===== config.mk =====
export PLATFORM = sky130hd
export DESIGN_NAME = cpu_dbg_ctrl
export DESIGN_NICKNAME = d
export VERILOG_FILES = /design/src/rtl/cpu_dbg_pkg.sv /design/src/rtl/dbg_word_ser.sv /design/src/rtl/cpu_dbg_ctrl.sv
export SDC_FILE = /design/constraint.sdc
export NUM_CORES = 1
export LEC_CHECK = 0
export BUFFER_PORTS_ARGS = -buffer_cell sky130_fd_sc_hd__buf_4
export CORE_ASPECT_RATIO = 1.1
export CORE_MARGIN = 1.5
export CORE_UTILIZATION = 58
export CTS_CLUSTER_SIZE = 24
export DETAILED_ROUTE_END_ITERATION = 8
export GPL_TIMING_DRIVEN = 0
export PLACE_DENSITY_LB_ADDON = 0.2
export SYNTH_ARGS = -nofsm -noshare
export SYNTH_HDL_FRONTEND = slang
export SYNTH_SLANG_ARGS = --single-unit

===== constraint.sdc =====
create_clock -name clk -period 2.7 [get_ports clk]
set_input_delay 0.675 -clock clk [delete_from_list [all_inputs] [get_ports clk]]
set_output_delay 0.675 -clock clk [all_outputs]
set_load 0.01 [all_outputs]

===== src/rtl/cpu_dbg_pkg.sv =====
// Shared constants and state encoding for the CPU debug sequencer.
package cpu_dbg_pkg;

   localparam logic [7:0] CMD_RUN   = 8'h52;
   localparam logic [7:0] CMD_HALT  = 8'h48;
   localparam logic [7:0] CMD_STEP  = 8'h53;
   localparam logic [7:0] CMD_RST   = 8'h50;
   localparam logic [7:0] CMD_DUMP  = 8'h44;
   localparam logic [7:0] ERR_REPLY = 8'h3F;

   localparam int unsigned IDX_W = 5;

   typedef enum logic [2:0] {
      ST_RST,
      ST_IDLE,
      ST_RUN,
      ST_STEP,
      ST_ACK,
      ST_SEL,
      ST_CAP,
      ST_SEND
   } dbg_state_e;

   // States in which a new command byte may be taken from the UART
   function automatic logic is_open(input dbg_state_e s);
      return (s == ST_IDLE) || (s == ST_RUN);
   endfunction

endpackage


===== src/rtl/dbg_word_ser.sv =====
// Word-to-byte serializer: loads a DW-bit word and emits DW/8 bytes MSB first
// over valid/ready; done flags the handshake of the last byte.
module dbg_word_ser #(
   parameter int unsigned DW = 32
) (
   input  logic          clk,
   input  logic          rst_n,
   input  logic          load,
   input  logic [DW-1:0] word,
   input  logic          ready,
   output logic          valid,
   output logic [7:0]    data,
   output logic          done
);

   localparam int unsigned NB = DW / 8;
   localparam int unsigned CW = (NB > 1) ? $clog2(NB) : 1;

   logic [DW-1:0] shreg_q;
   logic [CW-1:0] cnt_q;
   logic          last_c;

   assign last_c = (cnt_q == CW'(NB - 1));
   assign data   = shreg_q[DW-1 -: 8];
   assign done   = valid && ready && last_c;

   // Byte counter stops on the last byte; only a new load restarts it
   always_ff @(posedge clk) begin
      if (!rst_n) begin
         shreg_q <= '0;
         cnt_q   <= '0;
         valid   <= 1'b0;
      end else if (load) begin
         shreg_q <= word;
         cnt_q   <= '0;
         valid   <= 1'b1;
      end else if (valid && ready) begin
         if (last_c) begin
            valid <= 1'b0;
         end else begin
            shreg_q <= shreg_q << 8;
            cnt_q   <= cnt_q + CW'(1);
         end
      end
   end

endmodule


===== src/rtl/cpu_dbg_ctrl.sv =====
// Debug sequencer: UART command bytes drive core run/halt/step/reset and a
// register dump. Optional CPU_DBG_PC_DUMP_EN prefixes the dump with cpu_pc.
module cpu_dbg_ctrl
   import cpu_dbg_pkg::*;
#(
   parameter int unsigned DW         = 32,
   parameter int unsigned NREG       = 32,
   parameter int unsigned RST_CYCLES = 4
) (
   input  logic             clk,
   input  logic             rst_n,
   input  logic [7:0]       rx_data,
   input  logic             rx_valid,
   output logic             rx_ready,
   output logic [7:0]       tx_data,
   output logic             tx_valid,
   input  logic             tx_ready,
   output logic             cpu_clk_en,
   output logic             cpu_rst,
   output logic [IDX_W-1:0] dbg_reg_index,
   input  logic [DW-1:0]    dbg_reg_data,
   input  logic [7:0]       cpu_pc,
   output logic             busy
);

   localparam int unsigned RCW = (RST_CYCLES > 1) ? $clog2(RST_CYCLES + 1) : 1;

   dbg_state_e     state_q;
   logic [RCW-1:0] rst_cnt_q;
   logic           run_q;
   logic           echo_pend_q;
   logic           dump_pend_q;
   logic           ack_valid_q;
   logic [7:0]     ack_data_q;

   logic           ser_load;
   logic           ser_valid;
   logic           ser_done;
   logic [7:0]     ser_data;

   assign ser_load = (state_q == ST_CAP);

   dbg_word_ser #(.DW(DW)) u_ser (
      .clk   (clk),
      .rst_n (rst_n),
      .load  (ser_load),
      .word  (dbg_reg_data),
      .ready (tx_ready),
      .valid (ser_valid),
      .data  (ser_data),
      .done  (ser_done)
   );

   // Echo byte and serializer never drive the link at the same time
   assign tx_valid = ack_valid_q | ser_valid;
   assign tx_data  = ack_valid_q ? ack_data_q : ser_data;

`ifndef CPU_DBG_PC_DUMP_EN
   logic unused_pc;
   assign unused_pc = ^cpu_pc;
`endif

   always_ff @(posedge clk) begin
      if (!rst_n) begin
         state_q       <= ST_RST;
         rst_cnt_q     <= '0;
         run_q         <= 1'b0;
         echo_pend_q   <= 1'b0;
         dump_pend_q   <= 1'b0;
         ack_valid_q   <= 1'b0;
         ack_data_q    <= '0;
         rx_ready      <= 1'b0;
         busy          <= 1'b1;
         cpu_clk_en    <= 1'b0;
         cpu_rst       <= 1'b1;
         dbg_reg_index <= '0;
      end else begin
         case (state_q)
            ST_RST: begin
               if (rst_cnt_q == RCW'(RST_CYCLES)) begin
                  cpu_rst    <= 1'b0;
                  cpu_clk_en <= 1'b0;
                  if (echo_pend_q) begin
                     echo_pend_q <= 1'b0;
                     ack_valid_q <= 1'b1;
                     state_q     <= ST_ACK;
                  end else begin
                     state_q  <= ST_IDLE;
                     busy     <= 1'b0;
                     rx_ready <= 1'b1;
                  end
               end else begin
                  rst_cnt_q  <= rst_cnt_q + RCW'(1);
                  cpu_rst    <= 1'b1;
                  cpu_clk_en <= 1'b1;
               end
            end

            ST_IDLE, ST_RUN: begin
               if (rx_valid && rx_ready) begin
                  rx_ready <= 1'b0;
                  busy     <= 1'b1;
                  case (rx_data)
                     CMD_RUN: begin
                        run_q       <= 1'b1;
                        cpu_clk_en  <= 1'b1;
                        ack_data_q  <= CMD_RUN;
                        ack_valid_q <= 1'b1;
                        state_q     <= ST_ACK;
                     end
                     CMD_HALT: begin
                        run_q       <= 1'b0;
                        cpu_clk_en  <= 1'b0;
                        ack_data_q  <= CMD_HALT;
                        ack_valid_q <= 1'b1;
                        state_q     <= ST_ACK;
                     end
                     CMD_STEP: begin
                        run_q      <= 1'b0;
                        cpu_clk_en <= 1'b1;
                        ack_data_q <= CMD_STEP;
                        state_q    <= ST_STEP;
                     end
                     CMD_RST: begin
                        run_q       <= 1'b0;
                        cpu_rst     <= 1'b1;
                        cpu_clk_en  <= 1'b1;
                        rst_cnt_q   <= RCW'(1);
                        echo_pend_q <= 1'b1;
                        ack_data_q  <= CMD_RST;
                        state_q     <= ST_RST;
                     end
                     CMD_DUMP: begin
                        run_q         <= 1'b0;
                        cpu_clk_en    <= 1'b0;
                        dbg_reg_index <= '0;
`ifdef CPU_DBG_PC_DUMP_EN
                        ack_data_q    <= cpu_pc;
                        ack_valid_q   <= 1'b1;
                        dump_pend_q   <= 1'b1;
                        state_q       <= ST_ACK;
`else
                        state_q       <= ST_SEL;
`endif
                     end
                     default: begin
                        ack_data_q  <= ERR_REPLY;
                        ack_valid_q <= 1'b1;
                        state_q     <= ST_ACK;
                     end
                  endcase
               end
            end

            ST_STEP: begin
               cpu_clk_en  <= 1'b0;
               ack_valid_q <= 1'b1;
               state_q     <= ST_ACK;
            end

            ST_ACK: begin
               if (tx_ready) begin
                  ack_valid_q <= 1'b0;
                  if (dump_pend_q) begin
                     dump_pend_q   <= 1'b0;
                     dbg_reg_index <= '0;
                     state_q       <= ST_SEL;
                  end else begin
                     state_q  <= run_q ? ST_RUN : ST_IDLE;
                     busy     <= 1'b0;
                     rx_ready <= 1'b1;
                  end
               end
            end

            ST_SEL: state_q <= ST_CAP;

            ST_CAP: state_q <= ST_SEND;

            // Index saturates on the last register; the dump ends there
            ST_SEND: begin
               if (ser_done) begin
                  if (dbg_reg_index == IDX_W'(NREG - 1)) begin
                     state_q  <= ST_IDLE;
                     busy     <= 1'b0;
                     rx_ready <= 1'b1;
                  end else begin
                     dbg_reg_index <= dbg_reg_index + IDX_W'(1);
                     state_q       <= ST_SEL;
                  end
               end
            end

            default: begin
               state_q <= ST_RST;
               busy    <= 1'b1;
            end
         endcase
         if (is_open(state_q) && !(rx_valid && rx_ready)) begin
            busy <= 1'b0;
         end
      end
   end

endmodule


==> flow_summary.ini <==
[run_status]
status = finished clean

[timing]
rsz0062_at_grt = false
hold_viol = 0
max_freq_ghz = 0.427
fin_tns_setup_ns = 0
relSlewSlack_pct = 44.6
setup_violations = 0
worstMarginPinSlew_ns = 0.824
skew_ns = 0.00583
final_max_slew_viol_count = 0
period_minus_slack_ns = 2.34
worst_slack_ns = 0.357
whs_ns = 0.476
fin_crit_sh_pct = 86.8

[clock_network]
cts_setup_buffers = 0
numCtsBuffers = 9
clock_path_buffers = 2
cts_tree = yes
post_cts_resized = 0
worstSkewPairLatency_ns = 0.34
htreeDepth = 3
path_clk_slew_ns = 0.06
cts_hold_buf = 0
clock-sinks = 59
clockRootBuffer = clkbuf_8

[setup_path]
crit_family = buffers and inverters
cp_slowest_stage_delay_ns = 0.43
cp_slowest_cell = clkbuf_1
end_kind = output port
path_cells = clkbuf_1 > mux2_2 > buf_4
arrival_ns = 1.67
critPathRequiredTime_ns = 2.03
critPathLaunchType = register
cp_num_buf_inv = 2
crit_type = reg -> out
path_max_fanout = 10

[global_route]
grt_max_degree = 11
grt_usage_pct = 29.6
grt_pass1_vias = 2748
antenna_found_initial = 0
grt_pass1_wl_mm = 13.1
grt_overflow = 0

[synth]
synth_compound_area_share_pct = 22.4
syn_nets = 403
syn-cell-area_um2 = 3080
synthSimpleGateAreaFrac_pct = 20.0
synth_fa_ha_area_share_pct = 2.03
postSynthAreaPerCell_um2 = 8.91
synth_xor_area_share_pct = 1.42
yosys_most_used_dff = dfxtp_1
synth_top_family_by_area = compound AO/OA/AOI/OAI gates
muxShareOfSynthArea_pct = 11.2
ys_types = 60
postSynthCellCount = 346
synth_seq_cells = 59
synth_edf_count = 0
synth-seq-area-share_pct = 38.3
ys_warn_count = 0
async_flop_share_pct = 0

[detailed_routing]
totalWireLength_mm = 8.10
drt-initial-drc-count = 244
drtPass1Iterations = 5
dr_total_vias = 3013
ant_nets = 0
wl_per_cell_um = 16.9
post-route-drc-count = 0
viasPerCell = 6.28

[placement]
dp_slack_ns = 0.327
placed_cells = 464
place_hpwl_mm = 6.06
io_buffers = 60
gp_congestion = 0.960

[power_and_ir_drop]
power_density_nw_per_um2 = 653
p_leak_nw = 1.73
power_w = 0.00249
power.ir.vdd_worst_v = 0.000416

[floorplan]
dieArea_um2 = 5760
initial_core_util_pct = 60.9
io_pins = 70
die_x_um = 72.5
core_area_um2 = 5070
die_h_um = 79.5
num_rows = 27

[final_layout]
regArea_um2 = 1180
area_delta_synth_final_pct = 23.6
n_antenna_cell = 0
stdcell_count = 480
nets = 474
drive_gt1_share_pct = 23.7
multi_input_area_um2 = 1760
num-fill-cells = 372

[run]
drv_cap = 0

[hold_path]
hold_class = reg -> reg
==> layout by cell type (no fill, tap or decap), drive strengths merged, types with 5 or more instances in the layout <==
cell,instances
a31oi,5
clkbuf,26
mux2,5
a21oi,13
dfxtp,59
mux2i,29
a211oi,25
and3,5
nand3,10
ha,5
o211a,5
nor2,41
nand2,18
inv,7
o21ai,6
a22oi,8
nor2b,6
buf,72
==> worst min-delay path: stages (launching register included) <==
cell     delay (ns)
dfxtp_1        0.31
o31ai_1        0.06
a21oi_1        0.06
==> power by group <==
group	switching (W)	total [W]	internal, W
clock	0.000363	0.000838	0.000475
sequential	0.0000382	0.000969	0.000931
combinational	0.000397	0.000683	0.000287
total	0.000797	0.00249	0.00169
==> area by class of cell <==
class / instances / area share, %
Multi-Input combinational cell: 253 / 46.2
Sequential cell: 59 / 31.0
Timing Repair Buffer: 60 / 11.8
Clock buffer: 12 / 4.07
Buffer: 26 / 2.99
Tap cell: 58 / 1.90
Clock inverter: 4 / 1.28
Inverter: 8 / 0.788
==> sequential cells by signal, summed over array words and instances, names as in the netlist, 2 cells and up <==
register and cells:
ack_data_q 6, u_ser.shreg_q 32, dbg_reg_index 5, u_ser.cnt_q 2, rst_cnt_q 3, state_q 3
==> path summary, 6_finish.rpt <==
kind / from / endpoint / slack [ns] / depth (start not counted)
worst min-delay path: ack_data_q[6] / ack_data_q[6] / 0.48 / 2
worst max register to register: state_q[2] / u_ser.shreg_q[7] / 0.70 / 7
worst max-delay path: ack_valid_q / tx_data[6] / 0.36 / 3
worst min register to register: ack_data_q[6] / ack_data_q[6] / 0.48 / 2
==> per-stage QoR <==
stage          utilization (%)  area [um^2]
5_1_grt                   75.2         3810
2_1_floorplan                -         3080
3_5_place_dp              71.2         3610
6_report                  75.2         3810
4_1_cts                   75.2         3810
3_3_place_gp              71.2         3610
==> Yosys cell counts, types with 3 or more instances <==
| cell type | instances | area share (%) |
|---|---|---|
| o211ai_1 | 4 | 0.97 |
| nand3b_1 | 3 | 0.73 |
| xor2_1 | 4 | 1.1 |
| a21o_1 | 3 | 0.73 |
| a311oi_1 | 3 | 0.85 |
| a31oi_1 | 5 | 1.0 |
| ha_1 | 5 | 2.0 |
| mux2_2 | 5 | 1.8 |
| o31ai_1 | 3 | 0.73 |
| and2_1 | 4 | 0.81 |
| nor2_1 | 41 | 5.0 |
| inv_1 | 7 | 0.85 |
| o211a_1 | 5 | 1.6 |
| a22oi_1 | 8 | 1.9 |
| mux2i_1 | 29 | 9.4 |
| a211oi_1 | 25 | 6.1 |
| nand2b_1 | 3 | 0.61 |
| nand4_1 | 4 | 0.81 |
| nand2_1 | 18 | 2.2 |
| and3_1 | 5 | 1.0 |
| buf_2 | 10 | 1.6 |
| o21ai_0 | 6 | 0.97 |
| nor3_1 | 3 | 0.49 |
| clkbuf_1 | 14 | 1.7 |
| nand3_1 | 10 | 1.6 |
| a21oi_1 | 13 | 2.1 |
| dfxtp_1 | 59 | 38 |
| nor2b_1 | 6 | 1.2 |
==> metal layers <==
metal  share of wire, %  global-route usage, %  vias up
li1                   -                      -     1439
met1                 44                   38.9     1436
met2                 48                   45.7      116
met3                6.0                   7.95       22
met4                2.2                   12.3        0
met5                  0                      0        -
==> cell families (layout without fill, tap and decap cells) <==
logic type / after synthesis / count (layout)
adders and majority gates: 5 / 5
xor gates and xnor gates: 5 / 5
muxes: 34 / 34
and+or+nand+nor: 116 / 116
AOI/OAI and AO/OA: 93 / 93
DFF: 59 / 59
buffers and inverters: 34 / 110
(Power assumes the default switching activity.)
